--- src/rtl/elem_seq_pkg.sv ---
// Shared types and widths for the per-element pulse sequencer.
// The command word is stored whole in the queue; the sideband word travels down the delay pipe.
package elem_seq_pkg;

    localparam int ENV_ADDR_WIDTH   = 12;
    localparam int AMP_WIDTH        = 16;
    localparam int FREQ_WIDTH       = 9;
    localparam int PHASE_WIDTH      = 17;
    localparam int MODE_WIDTH       = 2;
    localparam int QUEUE_DEPTH      = 2;
    localparam int ENV_READ_LATENCY = 2;

    typedef enum logic [1:0] {
        IDLE = 2'd0,
        PLAY = 2'd1,
        HOLD = 2'd2
    } seq_state_t;

    typedef struct packed {
        logic [ENV_ADDR_WIDTH-1:0] envstart;
        logic [ENV_ADDR_WIDTH-1:0] envlength;
        logic [AMP_WIDTH-1:0]      ampx;
        logic [FREQ_WIDTH-1:0]     freqaddr;
        logic [PHASE_WIDTH-1:0]    pini;
        logic [MODE_WIDTH-1:0]     mode;
    } elem_cmd_t;

    typedef struct packed {
        logic                   valid;
        logic [AMP_WIDTH-1:0]   amp;
        logic [FREQ_WIDTH-1:0]  freqaddr;
        logic [PHASE_WIDTH-1:0] phase;
        logic                   first;
        logic                   last;
    } side_t;

    // Only mode[0] carries meaning; the upper mode bits are reserved.
    function automatic logic is_cw(input logic [MODE_WIDTH-1:0] m);
        return m[0];
    endfunction

endpackage

--- src/rtl/elem_cmd_fifo.sv ---
// Small first-word-fall-through command queue; head is valid whenever empty is low.
// A push into a full queue is accepted only when a pop happens in the same cycle.
module elem_cmd_fifo
    import elem_seq_pkg::*;
#(
    parameter int DEPTH = QUEUE_DEPTH
) (
    input  logic      clk,
    input  logic      reset,
    input  logic      push,
    input  elem_cmd_t push_data,
    input  logic      pop,
    output elem_cmd_t head,
    output logic      full,
    output logic      empty
);

    localparam int PW = $clog2(DEPTH);

    elem_cmd_t     mem [DEPTH];
    logic [PW-1:0] wr_ptr_reg;
    logic [PW-1:0] rd_ptr_reg;
    logic [PW:0]   count_reg;
    logic [PW:0]   count_next;
    logic          do_push;
    logic          do_pop;

    assign full    = (count_reg == (PW+1)'(DEPTH));
    assign empty   = (count_reg == '0);
    assign do_pop  = pop && !empty;
    assign do_push = push && (!full || do_pop);

    always_comb begin
        count_next = count_reg;
        if (do_push && !do_pop) begin
            count_next = count_reg + 1'b1;
        end else if (!do_push && do_pop) begin
            count_next = count_reg - 1'b1;
        end
    end

    always_ff @(posedge clk) begin
        if (reset) begin
            wr_ptr_reg <= '0;
            rd_ptr_reg <= '0;
            count_reg  <= '0;
        end else begin
            count_reg <= count_next;
            if (do_push) begin
                wr_ptr_reg <= wr_ptr_reg + 1'b1;
            end
            if (do_pop) begin
                rd_ptr_reg <= rd_ptr_reg + 1'b1;
            end
        end
    end

    // Storage carries no reset; the pointers alone define what is valid.
    always_ff @(posedge clk) begin
        if (do_push) begin
            mem[wr_ptr_reg] <= push_data;
        end
    end

    assign head = mem[rd_ptr_reg];

endmodule

--- src/rtl/elem_pulse_seq.sv ---
// Per-element pulse sequencer: queues core commands, walks envelope addresses, and
// delays the amp/freq/phase sideband so it lines up with the returned envelope data.
module elem_pulse_seq
    import elem_seq_pkg::*;
(
    input  logic                      clk,
    input  logic                      reset,
    input  logic                      cmdstb,
    input  logic [ENV_ADDR_WIDTH-1:0] envstart,
    input  logic [ENV_ADDR_WIDTH-1:0] envlength,
    input  logic [AMP_WIDTH-1:0]      ampx,
    input  logic [FREQ_WIDTH-1:0]     freqaddr,
    input  logic [PHASE_WIDTH-1:0]    pini,
    input  logic [MODE_WIDTH-1:0]     mode,
    output logic                      env_rden,
    output logic [ENV_ADDR_WIDTH-1:0] env_addr,
    output logic                      out_valid,
    output logic [AMP_WIDTH-1:0]      out_amp,
    output logic [FREQ_WIDTH-1:0]     out_freqaddr,
    output logic [PHASE_WIDTH-1:0]    out_phase,
    output logic                      out_first,
    output logic                      out_last,
    output logic                      busy,
    output logic                      overflow
);

    elem_cmd_t push_cmd;
    elem_cmd_t head;
    logic      fifo_full;
    logic      fifo_empty;
    logic      fifo_push;
    logic      fifo_pop;
    logic      load;
    logic      mode_rsvd_unused;

    seq_state_t                state_reg, state_next;
    logic [ENV_ADDR_WIDTH-1:0] addr_reg, addr_next;
    logic [ENV_ADDR_WIDTH-1:0] rem_reg, rem_next;
    logic                      first_reg, first_next;
    logic [AMP_WIDTH-1:0]      amp_reg, amp_next;
    logic [FREQ_WIDTH-1:0]     freq_reg, freq_next;
    logic [PHASE_WIDTH-1:0]    phase_reg, phase_next;
    logic                      cw_reg, cw_next;
    logic                      overflow_reg;

    side_t                       side_in;
    side_t                       side_out;
    logic [ENV_READ_LATENCY-1:0] stage_valid;

    always_comb begin
        push_cmd           = '0;
        push_cmd.envstart  = envstart;
        push_cmd.envlength = envlength;
        push_cmd.ampx      = ampx;
        push_cmd.freqaddr  = freqaddr;
        push_cmd.pini      = pini;
        push_cmd.mode      = mode;
    end

    // A full queue still takes the strobe if the sequencer drains an entry this cycle.
    assign fifo_push = cmdstb && (!fifo_full || fifo_pop);

    elem_cmd_fifo #(
        .DEPTH(QUEUE_DEPTH)
    ) u_cmd_fifo (
        .clk      (clk),
        .reset    (reset),
        .push     (fifo_push),
        .push_data(push_cmd),
        .pop      (fifo_pop),
        .head     (head),
        .full     (fifo_full),
        .empty    (fifo_empty)
    );

    assign mode_rsvd_unused = |head.mode[MODE_WIDTH-1:1];

    always_ff @(posedge clk) begin
        if (reset) begin
            state_reg    <= IDLE;
            addr_reg     <= '0;
            rem_reg      <= '0;
            first_reg    <= 1'b0;
            amp_reg      <= '0;
            freq_reg     <= '0;
            phase_reg    <= '0;
            cw_reg       <= 1'b0;
            overflow_reg <= 1'b0;
        end else begin
            state_reg <= state_next;
            addr_reg  <= addr_next;
            rem_reg   <= rem_next;
            first_reg <= first_next;
            amp_reg   <= amp_next;
            freq_reg  <= freq_next;
            phase_reg <= phase_next;
            cw_reg    <= cw_next;
            if (cmdstb && fifo_full && !fifo_pop) begin
                overflow_reg <= 1'b1;
            end
        end
    end

    // rem_reg counts the words still to issue after the current one.
    always_comb begin
        state_next = state_reg;
        addr_next  = addr_reg;
        rem_next   = rem_reg;
        first_next = first_reg;
        amp_next   = amp_reg;
        freq_next  = freq_reg;
        phase_next = phase_reg;
        cw_next    = cw_reg;
        fifo_pop   = 1'b0;
        load       = 1'b0;

        case (state_reg)
            IDLE: begin
                if (!fifo_empty) begin
                    fifo_pop = 1'b1;
                    if (head.envlength != '0) begin
                        load       = 1'b1;
                        state_next = PLAY;
                    end
                end
            end
            PLAY: begin
                first_next = 1'b0;
                if (rem_reg != '0) begin
                    addr_next = addr_reg + 1'b1;
                    rem_next  = rem_reg - 1'b1;
                end else if (cw_reg) begin
                    state_next = HOLD;
                end else if (!fifo_empty) begin
                    fifo_pop = 1'b1;
                    if (head.envlength != '0) begin
                        load = 1'b1;
                    end else begin
                        state_next = IDLE;
                    end
                end else begin
                    state_next = IDLE;
                end
            end
            HOLD: begin
                // A zero-length command is how the core ends a CW hold without a new pulse.
                if (!fifo_empty) begin
                    fifo_pop = 1'b1;
                    if (head.envlength != '0) begin
                        load       = 1'b1;
                        state_next = PLAY;
                    end else begin
                        state_next = IDLE;
                    end
                end
            end
            default: begin
                state_next = IDLE;
            end
        endcase

        if (load) begin
            addr_next  = head.envstart;
            rem_next   = head.envlength - 1'b1;
            first_next = 1'b1;
            amp_next   = head.ampx;
            freq_next  = head.freqaddr;
            phase_next = head.pini;
            cw_next    = is_cw(head.mode);
        end
    end

    always_comb begin
        env_rden = (state_reg != IDLE);
        env_addr = '0;
        side_in  = '0;
        if (env_rden) begin
            env_addr         = addr_reg;
            side_in.valid    = 1'b1;
            side_in.amp      = amp_reg;
            side_in.freqaddr = freq_reg;
            side_in.phase    = phase_reg;
            side_in.first    = (state_reg == PLAY) && first_reg;
            side_in.last     = (state_reg == PLAY) && (rem_reg == '0) && !cw_reg;
        end
    end

    genvar gi;
    generate
        for (gi = 0; gi < ENV_READ_LATENCY; gi++) begin : g_stage
            side_t stage_reg;
            side_t stage_in;
            if (gi == 0) begin : g_head
                assign stage_in = side_in;
            end else begin : g_tail
                assign stage_in = g_stage[gi-1].stage_reg;
            end
            always_ff @(posedge clk) begin
                if (reset) begin
                    stage_reg <= '0;
                end else begin
                    stage_reg <= stage_in;
                end
            end
            assign stage_valid[gi] = stage_reg.valid;
        end
    endgenerate

    assign side_out     = g_stage[ENV_READ_LATENCY-1].stage_reg;
    assign out_valid    = side_out.valid;
    assign out_amp      = side_out.amp;
    assign out_freqaddr = side_out.freqaddr;
    assign out_phase    = side_out.phase;
    assign out_first    = side_out.first;
    assign out_last     = side_out.last;

    // Built purely from flops, so busy changes only on clock edges.
    assign busy     = !fifo_empty || (state_reg != IDLE) || (|stage_valid);
    assign overflow = overflow_reg;

endmodule
--- config.mk ---
export PLATFORM = sky130hd
export DESIGN_NAME = elem_pulse_seq
export DESIGN_NICKNAME = d
export VERILOG_FILES = /design/src/rtl/elem_seq_pkg.sv /design/src/rtl/elem_cmd_fifo.sv /design/src/rtl/elem_pulse_seq.sv
export SDC_FILE = /design/constraint.sdc
export NUM_CORES = 1
export LEC_CHECK = 0
export ABC_AREA = 1
export BUFFER_PORTS_ARGS = -buffer_cell sky130_fd_sc_hd__buf_2
export CAP_MARGIN = 20
export CORE_ASPECT_RATIO = 0.7
export CORE_UTILIZATION = 50
export DETAILED_ROUTE_END_ITERATION = 8
export MAX_ROUTING_LAYER = met4
export PLACE_DENSITY = 0.66
export SLEW_MARGIN = 5
export SYNTH_ARGS = -nofsm -noshare
export SYNTH_HDL_FRONTEND = slang
export SYNTH_SLANG_ARGS = --single-unit
--- constraint.sdc ---
create_clock -name clk -period 5.1 [get_ports clk]
set_input_delay 0.255 -clock clk [delete_from_list [all_inputs] [get_ports clk]]
set_output_delay 0.255 -clock clk [all_outputs]
set_load 0.1 [all_outputs]
Word level (Yosys, flattened, before mapping)
Memory sizes are Yosys's and may differ from the RTL's. A register that Yosys moved wholly into a read port is not among the register bits.
Index checks and enable logic that the tools add are counted.
Storage, ports and cells
  register bits after elaboration: 165
  RAM bits: 136
  input port bits: 71
  output and inout port bits: 60
  word-level logic and storage cells: 109
  memories kept: 1
Memory list
  u_cmd_fifo.mem: depth 2, bits a word 68, read ports 1, clocked after Yosys merged registers in 1, wr ports 1, line elem_cmd_fifo.sv:20  | elem_cmd_t mem [DEPTH];
Cells by class
  $add $sub $neg: 7
  equal/unequal tests: 8
  mux-type cells: 34
  bitwise operators: 1
  reductions and logical operators: 34
Operators with widths (number)
  12-bit two-way mux: 7
  45-bit two-way mux: 1
  12-bit nonzero test: 2
  12-bit by 1-bit subtractor with 12-bit output, second input constant: 2
  2-bit two-way mux: 9
  1-bit two-way mux: 14
  12-bit by 1-bit adder with 12-bit output, second input constant: 1
  12-bit zero test: 1
  1-bit logical AND: 10
  2-bit != test, second input constant: 4
  2-bit nonzero test: 4
  1-bit zero test: 6
  2-bit case mux with 3 select lines: 1
  2-bit OR reduction: 3
  5-bit AND reduction: 1
  2-bit == test, second input constant: 2
  2-bit zero test: 2
  1-bit logical OR: 4
  4-bit != test, second input constant: 1
  1-bit case mux with 2 select lines: 2
  1-bit adder, second input constant: 2
  2-bit by 1-bit adder with 2-bit output, second input constant: 1
  2-bit by 1-bit == test with 1-bit output, second input constant: 1
  2-bit AND reduction: 1
  other kinds (2): 2

Logic depth before layout (Yosys ltp)
Gate-level depths: netlist (run 1).
  word-level depth: 12
  mapped depth: 20
  depth with buffers taken out: 18

By module
Synthesis (run 1) repeated with hierarchy kept, for this count alone.
Unflattened totals
  cell total of the unflattened synthesis: 996
  area, all modules: 11134.4 µm²
By module, submodules not included
  elem_pulse_seq: instances 1, cells an instance 744, area an instance 5886.9 µm², sequential area each 3223.1 µm²
  elem_cmd_fifo: instances 1, cells an instance 252, area an instance 5247.5 µm², sequential area each 4184.0 µm²

Worst setup path before layout (run 1)
Ideal clock, no wire load.
  kind: reg2reg
  start point: register state_reg[0]
  end point: memory u_cmd_fifo.mem[1][0] in the netlist's numbering (enable)
  setup time: 0.494 ns
  data arrival time: 4.008 ns
  required time: 4.606 ns
  setup slack: 0.598 ns
  stages on the path, launching flop included: 10
  path buffers: 1
  clock period less this slack: 4.502 ns
  path through: dfxtp_1 inv_1 nor2_1 nand4_1 nand2_1 buf_2 inv_1 nand3_1 nand2_1 nor2_1
Between the ends
  word-level cells in the longest chain between the ends: 8
  elaborated cells on any way between the ends: 12
  those cells by class: 2 x eq/ne; 3 x mux; 7 x reduce/logical
RTL lines
  start, declared: line elem_pulse_seq.sv:36  | seq_state_t state_reg, state_next;
  start signal, assigned: line elem_pulse_seq.sv:90  | state_reg <= state_next;
  2-bit == test / 2-bit zero test (equally long branches): line elem_pulse_seq.sv:117  | case (state_reg)
  2-bit OR reduction (no source line)
  1-bit case mux with 2 select lines (*): line elem_pulse_seq.sv:117
  1-bit logical OR / 1-bit logical AND (equally long branches): line elem_pulse_seq.sv:61, elem_cmd_fifo.sv:30
  1-bit logical AND / 1-bit logical OR (equally long branches): line elem_pulse_seq.sv:61, elem_cmd_fifo.sv:31
  1-bit logical AND (*): line elem_cmd_fifo.sv:31  | assign do_push = push && (!full || do_pop);
  1-bit two-way mux (*): line elem_cmd_fifo.sv:60  | if (do_push) begin
  1-bit two-way mux (implied by the code) (*): line elem_cmd_fifo.sv:61  | mem[wr_ptr_reg] <= push_data;
  end, declared: line elem_cmd_fifo.sv:20
Mark *: on every way between the ends. The rest lies on a longest branch, timed or not.

==> reports/qor.yml, run 1 <==
ios: 131
cts_buffers: 28
crit_type: "flop to flop"
grt_use_total_pct: 20.77
clkTransAtPathRegs_ns: 0.07
syn_area_per_cell_um2: 10.17
chipWidth_um: 177.4
multiInputGateArea_um2: 2616
drtPass1Iterations: 5
grt_max_degree: 106
final_area_um2: 13310
die_y_um: 124.8
port_buffers: 129
fin_crit_ns: 3.661
placed_area_um2: 11620
gp_congestion: 0.8562
clock_power_share_pct: 28.4
via_per_inst: 4.766
grt_pass1_wl_um: 35240
end_kind: "flop"
drive_gt1_share_pct: 16.75
status: "finished clean"
rows: 44
cp_data_arrival_time_ns: 4.13
power_frac_comb_pct: 30.2
fmax_ghz: 0.2731
intPower_w: 0.004984
synth-edff-count: 134
drv_slew: 0
yosys.area.top_type: "edfxtp_1"
netlist.area_leader.share_pct: 37.38
syn_area_um2: 10760
ys_types: 39
critPathLaunchType: "flop"
regArea_um2: 7348
cts-resized-gates: 0
antenna_left: 0
wl_per_cell_um: 13.89
critPathRequiredTime_ns: 5.57
post-route-period-util_pct: 71.79
cts_htree_levels: 1
p_sw_share_pct: 36.14
drv_cap: 0
rsz0062_at_grt: "no"
power_density_nw_per_um2: 586.2
n_fill_cell: 1713
antenna_found_initial: 2
setup-violations-final: 0
yosys_warnings: 0
tritoncts: "yes"
first_global_vias: 6991
synth-seq-cells: 300
synth_cells: 1058
wl_um: 21450
via_count: 7359
fin_setup_tns_ns: 0
hold_viol_final: 0
cp_max_fo: 105
ys.flop_type: "dfxtp_1"
grt_overflow: 0
ir_drop_v: 0.0003262
dieArea_um2: 22130
core_um2: 20920
post-route-drc-count: 0
clock-sinks: 300
clock-root-buffer: "clkbuf_16"
synth_nets: 1132
seq_area_frac_synth_pct: 68.26
area_delta_synth_final_pct: 23.69
final_nets: 1318
start_util_pct: 51.45
yosys-top-cells-area: "edfxtp_1, dfxtp_1, nand2_1"
worst_slew_margin_rel_pct: 34.71
clkLatencyLatePin_ns: 0.53
drtIter0Drc: 452
p_seq_share_pct: 41.4
dp_hpwl_um: 12420
switching_power_w: 0.002821
post_cts_buffers: 0
clock_skew_ns: 0.01416
clockBufferDepth: 3
synthArstFlopShare_pct: 0
largest_reg_flops: 134
leakagePower_nw: 5.475
worst_pin_slew_ns: 0.9794
hp-class: "input port to flop"
holdBufCountCts: 67
==> stage by stage <==
stage | total power (W) | utilization [%] | hold WS, ns | setup slack (ns) | cells
2_1_floorplan | 0.005118 | - | 0.3539 | 0.5980 | 1058
3_5_place_dp | 0.005588 | 55.57 | 0.3932 | 1.469 | 1422
5_1_grt | 0.008319 | 63.64 | 0.07016 | 0.9277 | 1544
3_3_place_gp | 0.005543 | 55.57 | 0.3888 | 1.522 | 1422
4_1_cts | 0.007849 | 63.58 | 0.03479 | 1.442 | 1541
6_report | 0.007805 | 63.64 | 0.05971 | 1.439 | 1544
==> cell type report <==
class / instances / share of cell area [%]
timing repair buffer: 204 / 10.53
multi-input combinational: 554 / 19.65
inverter: 156 / 4.445
clock buffer: 40 / 6.296
clock inverter: 12 / 1.259
antenna: 2 / 0.03759
sequential: 300 / 55.19
tap: 276 / 2.594
==> synth_stat cells, types with 4 or more instances <==
cell type,number
clkbuf_1,35
nand2_1,194
a31oi_1,51
nand2_2,7
nor2_1,132
dfxtp_1,166
a21oi_1,19
nor3_1,5
nand3_1,24
edfxtp_1,134
buf_2,6
xor2_1,5
inv_1,153
nor2_2,5
o21ai_0,75
or2_2,4
==> power groups by stage <==
stage | Clock [W] | Combinational (W) | Sequential, W
floorplan | 0 | 0.00175 | 0.00337
detailed placement | 0 | 0.00231 | 0.00328
global route | 0.00237 | 0.00266 | 0.00329
global placement | 0 | 0.00228 | 0.00326
finish | 0.00222 | 0.00236 | 0.00323
CTS | 0.00226 | 0.00236 | 0.00323
==> path summary, 6_finish.rpt <==
kind                                                     startpoint                       end  slack [ns]  depth (start not counted)
worst min register to register  g_stage[0].stage_reg[30]$_SDFF_PP0_     out_amp[2]$_SDFF_PP0_        0.40                          2
worst min-delay path                                         cmdstb     overflow$_SDFFE_PP0P_        0.06                          3
worst max register to register                                 flop  rem_reg[10]$_SDFFE_PP0P_        1.44                         17
worst max-delay path                                           flop  rem_reg[10]$_SDFFE_PP0P_        1.44                         17
==> worst max-delay path: stages (launching register included) <==
cell and delay [ns]:
dfxtp_2 0.71, inv_6 0.34, nand2_1 0.13, nand2_1 0.09, nand2_1 0.09, nor2_2 0.05
nand3_4 0.15, nand2_4 0.21, clkinv_2 0.14, buf_4 0.71, nand2_1 0.11, nand2_1 0.18
nand2_1 0.09, nor2_1 0.16, nand3_1 0.09, nand2_1 0.08, nor2_1 0.05, nor2_1 0.09
==> cell usage in the layout, fill, tap and decap left out, types with 6 or more instances in the layout <==
master and instances:
a31oi_1 51, nand3_1 24, dlygate4sd3_1 67, buf_4 6, o21ai_0 75, nor2_1 130
inv_1 152, nand2_1 194, nand2_2 7, buf_2 129, a21oi_1 19, dfxtp_1 165
clkbuf_16 30, edfxtp_1 134
==> logic make-up (layout without fill, tap and decap cells) <==
| family | count (synthesis) | in the layout | synth area share, % |
|---|---|---|---|
| simple gates | 382 | 382 | 14.63 |
| flops | 300 | 300 | 68.26 |
| buf+inv | 204 | 412 | 7.579 |
| compound gates | 162 | 162 | 8.590 |
| xor+xnor | 5 | 5 | 0.4068 |
| fa+ha+maj | 3 | 3 | 0.3488 |
| mux | 2 | 2 | 0.1860 |
| other cells | 0 | 2 | 0 |
==> routing by layer <==
layer | vias to the layer above | track usage [%] | share of wire, %
met5 | - | - | 0
met4 | 0 | 5.480 | 2.5
met3 | 37 | 4.121 | 5.8
met2 | 176 | 31.92 | 44
met1 | 3335 | 28.17 | 48
li1 | 3811 | - | -
Note: power is estimated with default switching activity, not from simulation.
==> inputs of run 2 (changes only) <==
==> constraint.sdc (replaced) <==
create_clock -name clk -period 3.38 [get_ports clk]
set_input_delay 0.169 -clock clk [delete_from_list [all_inputs] [get_ports clk]]
set_output_delay 0.169 -clock clk [all_outputs]
set_load 0.1 [all_outputs]
==> reports/qor.yml, run 2 (synthesized netlist as in run 1, its figures left out) <==
critPathRequiredTime_ns: 3.79
clock_skew_ns: 0.01038
clock-root-buffer: "clkbuf_16"
worst_pin_slew_ns: 0.7947
clockBufferDepth: 3
via_count: 7420
antenna_found_initial: 2
port_buffers: 129
layout_commonest_cell: "nand2_1"
rows: 44
grt_pass1_wl_um: 35340
core_um2: 20920
clock-sinks: 300
tritoncts: "yes"
clkLatencyLatePin_ns: 0.53
end_kind: "flop"
die_y_um: 124.8
setup-violations-final: 0
wl_um: 21630
chipWidth_um: 177.4
hold_viol_final: 0
post-route-period-util_pct: 83.42
fin_crit_ns: 2.820
ir_drop_v: 0.0005390
cp_data_arrival_time_ns: 3.23
start_util_pct: 51.45
dieArea_um2: 22130
drv_cap: 0
crit_type: "flop to flop"
clkTransAtPathRegs_ns: 0.06
cts_htree_levels: 1
grt_overflow: 0
worst_slew_margin_rel_pct: 47.02
ios: 131
finalPower_w: 0.01165
final_cell_mix: "nand2_1, dfxtp_1, inv_1"
drv_slew: 0
antenna_left: 0
area_delta_synth_final_pct: 24.26
drtIter0Drc: 396
final_nets: 1325
fmax_ghz: 0.3547
drtPass1Iterations: 5
hp-class: "input port to flop"
wl_per_cell_um: 13.94
leakagePower_nw: 5.511
dp_hpwl_um: 12790
largest_reg_flops: 134
n_fill_cell: 1679
status: "finished clean"
fin_setup_tns_ns: 0
post-route-drc-count: 0
gp_congestion: 0.8318
cp_max_fo: 27
power_density_nw_per_um2: 871.3
critPathLaunchType: "flop"
grt_use_total_pct: 20.79
first_global_vias: 7019
grt_max_degree: 82
via_per_inst: 4.784
cts_buffers: 28
drive_gt1_share_pct: 17.05
rsz0062_at_grt: "no"
run 2: worst max-delay path, stage by stage (launching register included):
cell     delay [ns]
dfxtp_4        0.54
nand2_1        0.08
o21ai_0        0.10
nand2_1        0.09
nor2_2         0.17
nand3_4        0.18
nand2_4        0.32
o21ai_0        0.22
inv_1          0.09
ha_1           0.15
nand2_1        0.12
nor2_4         0.20
nand2_1        0.11
nor2_1         0.11
nor2_1         0.05
nor2_1         0.12
nor2_1         0.05
run 2: power by group:
| group | switching [W] | leakage, nW | internal [W] |
|---|---|---|---|
| clock network | 0.00128 | 0.482 | 0.00190 |
| logic | 0.00261 | 2.42 | 0.000995 |
| registers | 0.000330 | 2.61 | 0.00454 |
| total | 0.00422 | 5.51 | 0.00743 |
run 2: layout make-up:
| class | instances | area [um2] | area share, % |
|---|---|---|---|
| Tap cell | 276 | 345.3 | 2.582 |
| Inverter | 156 | 591.8 | 4.425 |
| Clock buffer | 42 | 888.4 | 6.642 |
| Sequential cell | 300 | 7351 | 54.96 |
| Timing Repair Buffer | 211 | 1496 | 11.19 |
| Antenna cell | 2 | 5.005 | 0.03742 |
| Multi-Input combinational cell | 554 | 2616 | 19.56 |
| Clock inverter | 10 | 81.33 | 0.6080 |
run 2: per-stage QoR:
stage	hold slack [ns]	setup WS, ns	instance area [um2]	util, %	std cells
after global routing	0.3525	0.1790	13380	63.94	1551
after global placement	0.3570	0.4344	11690	55.87	1427
after floorplan	0.2679	-0.002901	10770	-	1058
final	0.3596	0.5605	13380	63.94	1551
after CTS	0.3400	0.3796	13350	63.80	1548
after detailed placement	0.3597	0.4125	11690	55.87	1427
run 2: path summary, 6_finish.rpt:
| kind | from | end | slack (ns) | cells after the start |
|---|---|---|---|---|
| worst min-delay path | ampx[8] | u_cmd_fifo.mem[1][36]$_DFFE_PP_ | 0.36 | 2 |
| worst min register to register | g_stage[0].stage_reg[30]$_SDFF_PP0_ | out_amp[2]$_SDFF_PP0_ | 0.40 | 2 |
| worst max register to register | flop | rem_reg[10]$_SDFFE_PP0P_ | 0.56 | 16 |
| worst max-delay path | flop | rem_reg[10]$_SDFFE_PP0P_ | 0.56 | 16 |
run 2: repair_timing:
item,CTS,global route
gates resized for setup,0,1
setup endpoints to repair,0,1
hold endpoints to repair,136,0
setup buffers,0,0
hold buffers,69,0
run 2: layer usage:
layer,GRT usage (%),vias up,share of wire [%]
li1,-,3818,-
met4,4.726,0,1.9
met3,2.991,35,4.6
met5,-,-,0
met1,29.53,3391,49
met2,31.62,176,44
==> inputs of run 3 (changes only) <==
--- a/config.mk
+++ b/config.mk
@@ -12,7 +12,7 @@
 export CORE_UTILIZATION = 50
 export DETAILED_ROUTE_END_ITERATION = 8
 export MAX_ROUTING_LAYER = met4
-export PLACE_DENSITY = 0.66
+export PLACE_DENSITY = 0.69
 export SLEW_MARGIN = 5
 export SYNTH_ARGS = -nofsm -noshare
 export SYNTH_HDL_FRONTEND = slang
==> constraint.sdc (replaced) <==
create_clock -name clk -period 2.55 [get_ports clk]
set_input_delay 0.1275 -clock clk [delete_from_list [all_inputs] [get_ports clk]]
set_output_delay 0.1275 -clock clk [all_outputs]
set_load 0.1 [all_outputs]
==> reports/qor.yml, run 3 (synthesized netlist as in run 1, its figures left out) <==
post-route-period-util_pct: 93.44
power_density_nw_per_um2: 1162
via_per_inst: 4.782
die_y_um: 124.8
chipWidth_um: 177.4
wl_um: 22250
clock-root-buffer: "clkbuf_16"
largest_reg_flops: 134
multiInputGateArea_um2: 2639
post-place-ws_ns: 0.06248
fin_util_pct: 64.16
grt_max_degree: 44
worst_slew_margin_rel_pct: 31.53
layout_commonest_cell: "nand2_1"
hp-class: "input port to flop"
dr_wl_met3_um: 1051
hold_viol_final: 0
critPathLaunchType: "flop"
cp_data_arrival_time_ns: 2.80
status: "finished clean"
first_global_vias: 6973
tritoncts: "yes"
clkLatencyLatePin_ns: 0.52
crit_type: "flop to flop"
fin_crit_ns: 2.383
route.met2.wl_um: 9916
ios: 131
rows: 44
grt_overflow: 0
clock_skew_ns: 0.01152
routed.top_layer: "met4"
worst_pin_slew_ns: 1.023
dieArea_um2: 22130
area_delta_synth_final_pct: 24.69
end_kind: "flop"
wl_met1_um: 10870
grt_use_total_pct: 21.00
critPathRequiredTime_ns: 2.97
antenna_found_initial: 1
rsz0062_at_grt: "yes"
wl_per_cell_um: 14.25
clkTransAtPathRegs_ns: 0.06
cts_htree_levels: 1
via_count: 7464
port_buffers: 129
drv_cap: 0
cp_max_fo: 20
drive_gt1_share_pct: 18.54
final_cell_mix: "nand2_1, dfxtp_1, inv_1"
drv_slew: 0
cts_buffers: 27
clock-sinks: 300
gp_congestion: 0.8652
post-route-drc-count: 0
ir_drop_v: 0.0007600
setup-violations-final: 0
start_util_pct: 51.45
antenna_left: 0
fmax_ghz: 0.4197
leakagePower_nw: 5.534
drtIter0Drc: 458
core_um2: 20920
clockBufferDepth: 3
finalPower_w: 0.01560
regArea_um2: 7351
n_fill_cell: 1658
grt_pass1_wl_um: 35550
final_nets: 1338
drtPass1Iterations: 5
dp_hpwl_um: 13720
worst_slack_ns: 0.1674
run 3: changes by cell type in the layout (fill, tap and decap cells not counted), sizes merged:
cell,delta
inv,-2
clkinvlp,+3
clkbuf,-8
diode,-1
clkinv,+4
bufinv,+1
buf,+13
run 3: path summary, 6_finish.rpt:
| kind | from | endpoint | slack [ns] | cells past startpoint |
|---|---|---|---|---|
| max | flop | rem_reg[10]$_SDFFE_PP0P_ | 0.17 | 15 |
| min | envstart[6] | u_cmd_fifo.mem[1][62]$_DFFE_PP_ | 0.32 | 2 |
| max reg2reg | flop | rem_reg[10]$_SDFFE_PP0P_ | 0.17 | 15 |
| min reg2reg | g_stage[0].stage_reg[5]$_SDFF_PP0_ | out_phase[3]$_SDFF_PP0_ | 0.40 | 2 |
run 3: what timing repair did:
action,CTS,global route
resized for setup,0,8
setup endpoints to repair,0,16
endpoints found under the hold margin,136,0
buffers inserted,0,2
hold buffers,69,0
run 3: area by class of cell:
class,instances,share of cell area (%)
diodes,1,0.01864
clock buffers,34,5.761
clock inverters,15,0.9136
inverters,156,4.437
multi-input cells,554,19.66
flip-flops and latches,300,54.77
well taps,276,2.573
repair buffers,224,11.81
repair inverters,1,0.05593
run 3: power by group:
| group | switching (W) | internal [W] | total [W] |
|---|---|---|---|
| registers | 0.000438 | 0.00602 | 0.00646 |
| clock network | 0.00170 | 0.00234 | 0.00403 |
| logic | 0.00362 | 0.00149 | 0.00511 |
run 3: critical path: stages, from the launching register on:
cell,delay [ns]
dfxtp_4,0.42
o21ai_0,0.31
nand2_1,0.11
nor2_2,0.14
nand3_4,0.09
nand2_4,0.14
o21ai_0,0.12
inv_1,0.08
ha_1,0.18
nand2_2,0.10
nor2_4,0.19
nand2_1,0.11
nor2_1,0.11
nor2_1,0.05
nor2_1,0.10
nor2_1,0.04
run 3: layer usage:
metal | global-route usage (%) | vias to the layer above
li1 | - | 3841
met1 | 29.37 | 3401
met2 | 32.47 | 188
met3 | 3.205 | 34
met4 | 4.475 | 0
met5 | - | -
run 3: per-stage QoR:
stage / instance area, um2 / hold slack, ns / instances / TNS, ns
3_3_place_gp: 11790 / 0.3166 / 1439 / 0
4_1_cts: 13380 / 0.2972 / 1557 / 0
5_1_grt: 13420 / 0.3129 / 1561 / -0.07217
3_5_place_dp: 11790 / 0.3189 / 1439 / 0
2_1_floorplan: 10800 / 0.2264 / 1058 / 0
6_report: 13420 / 0.3246 / 1561 / 0
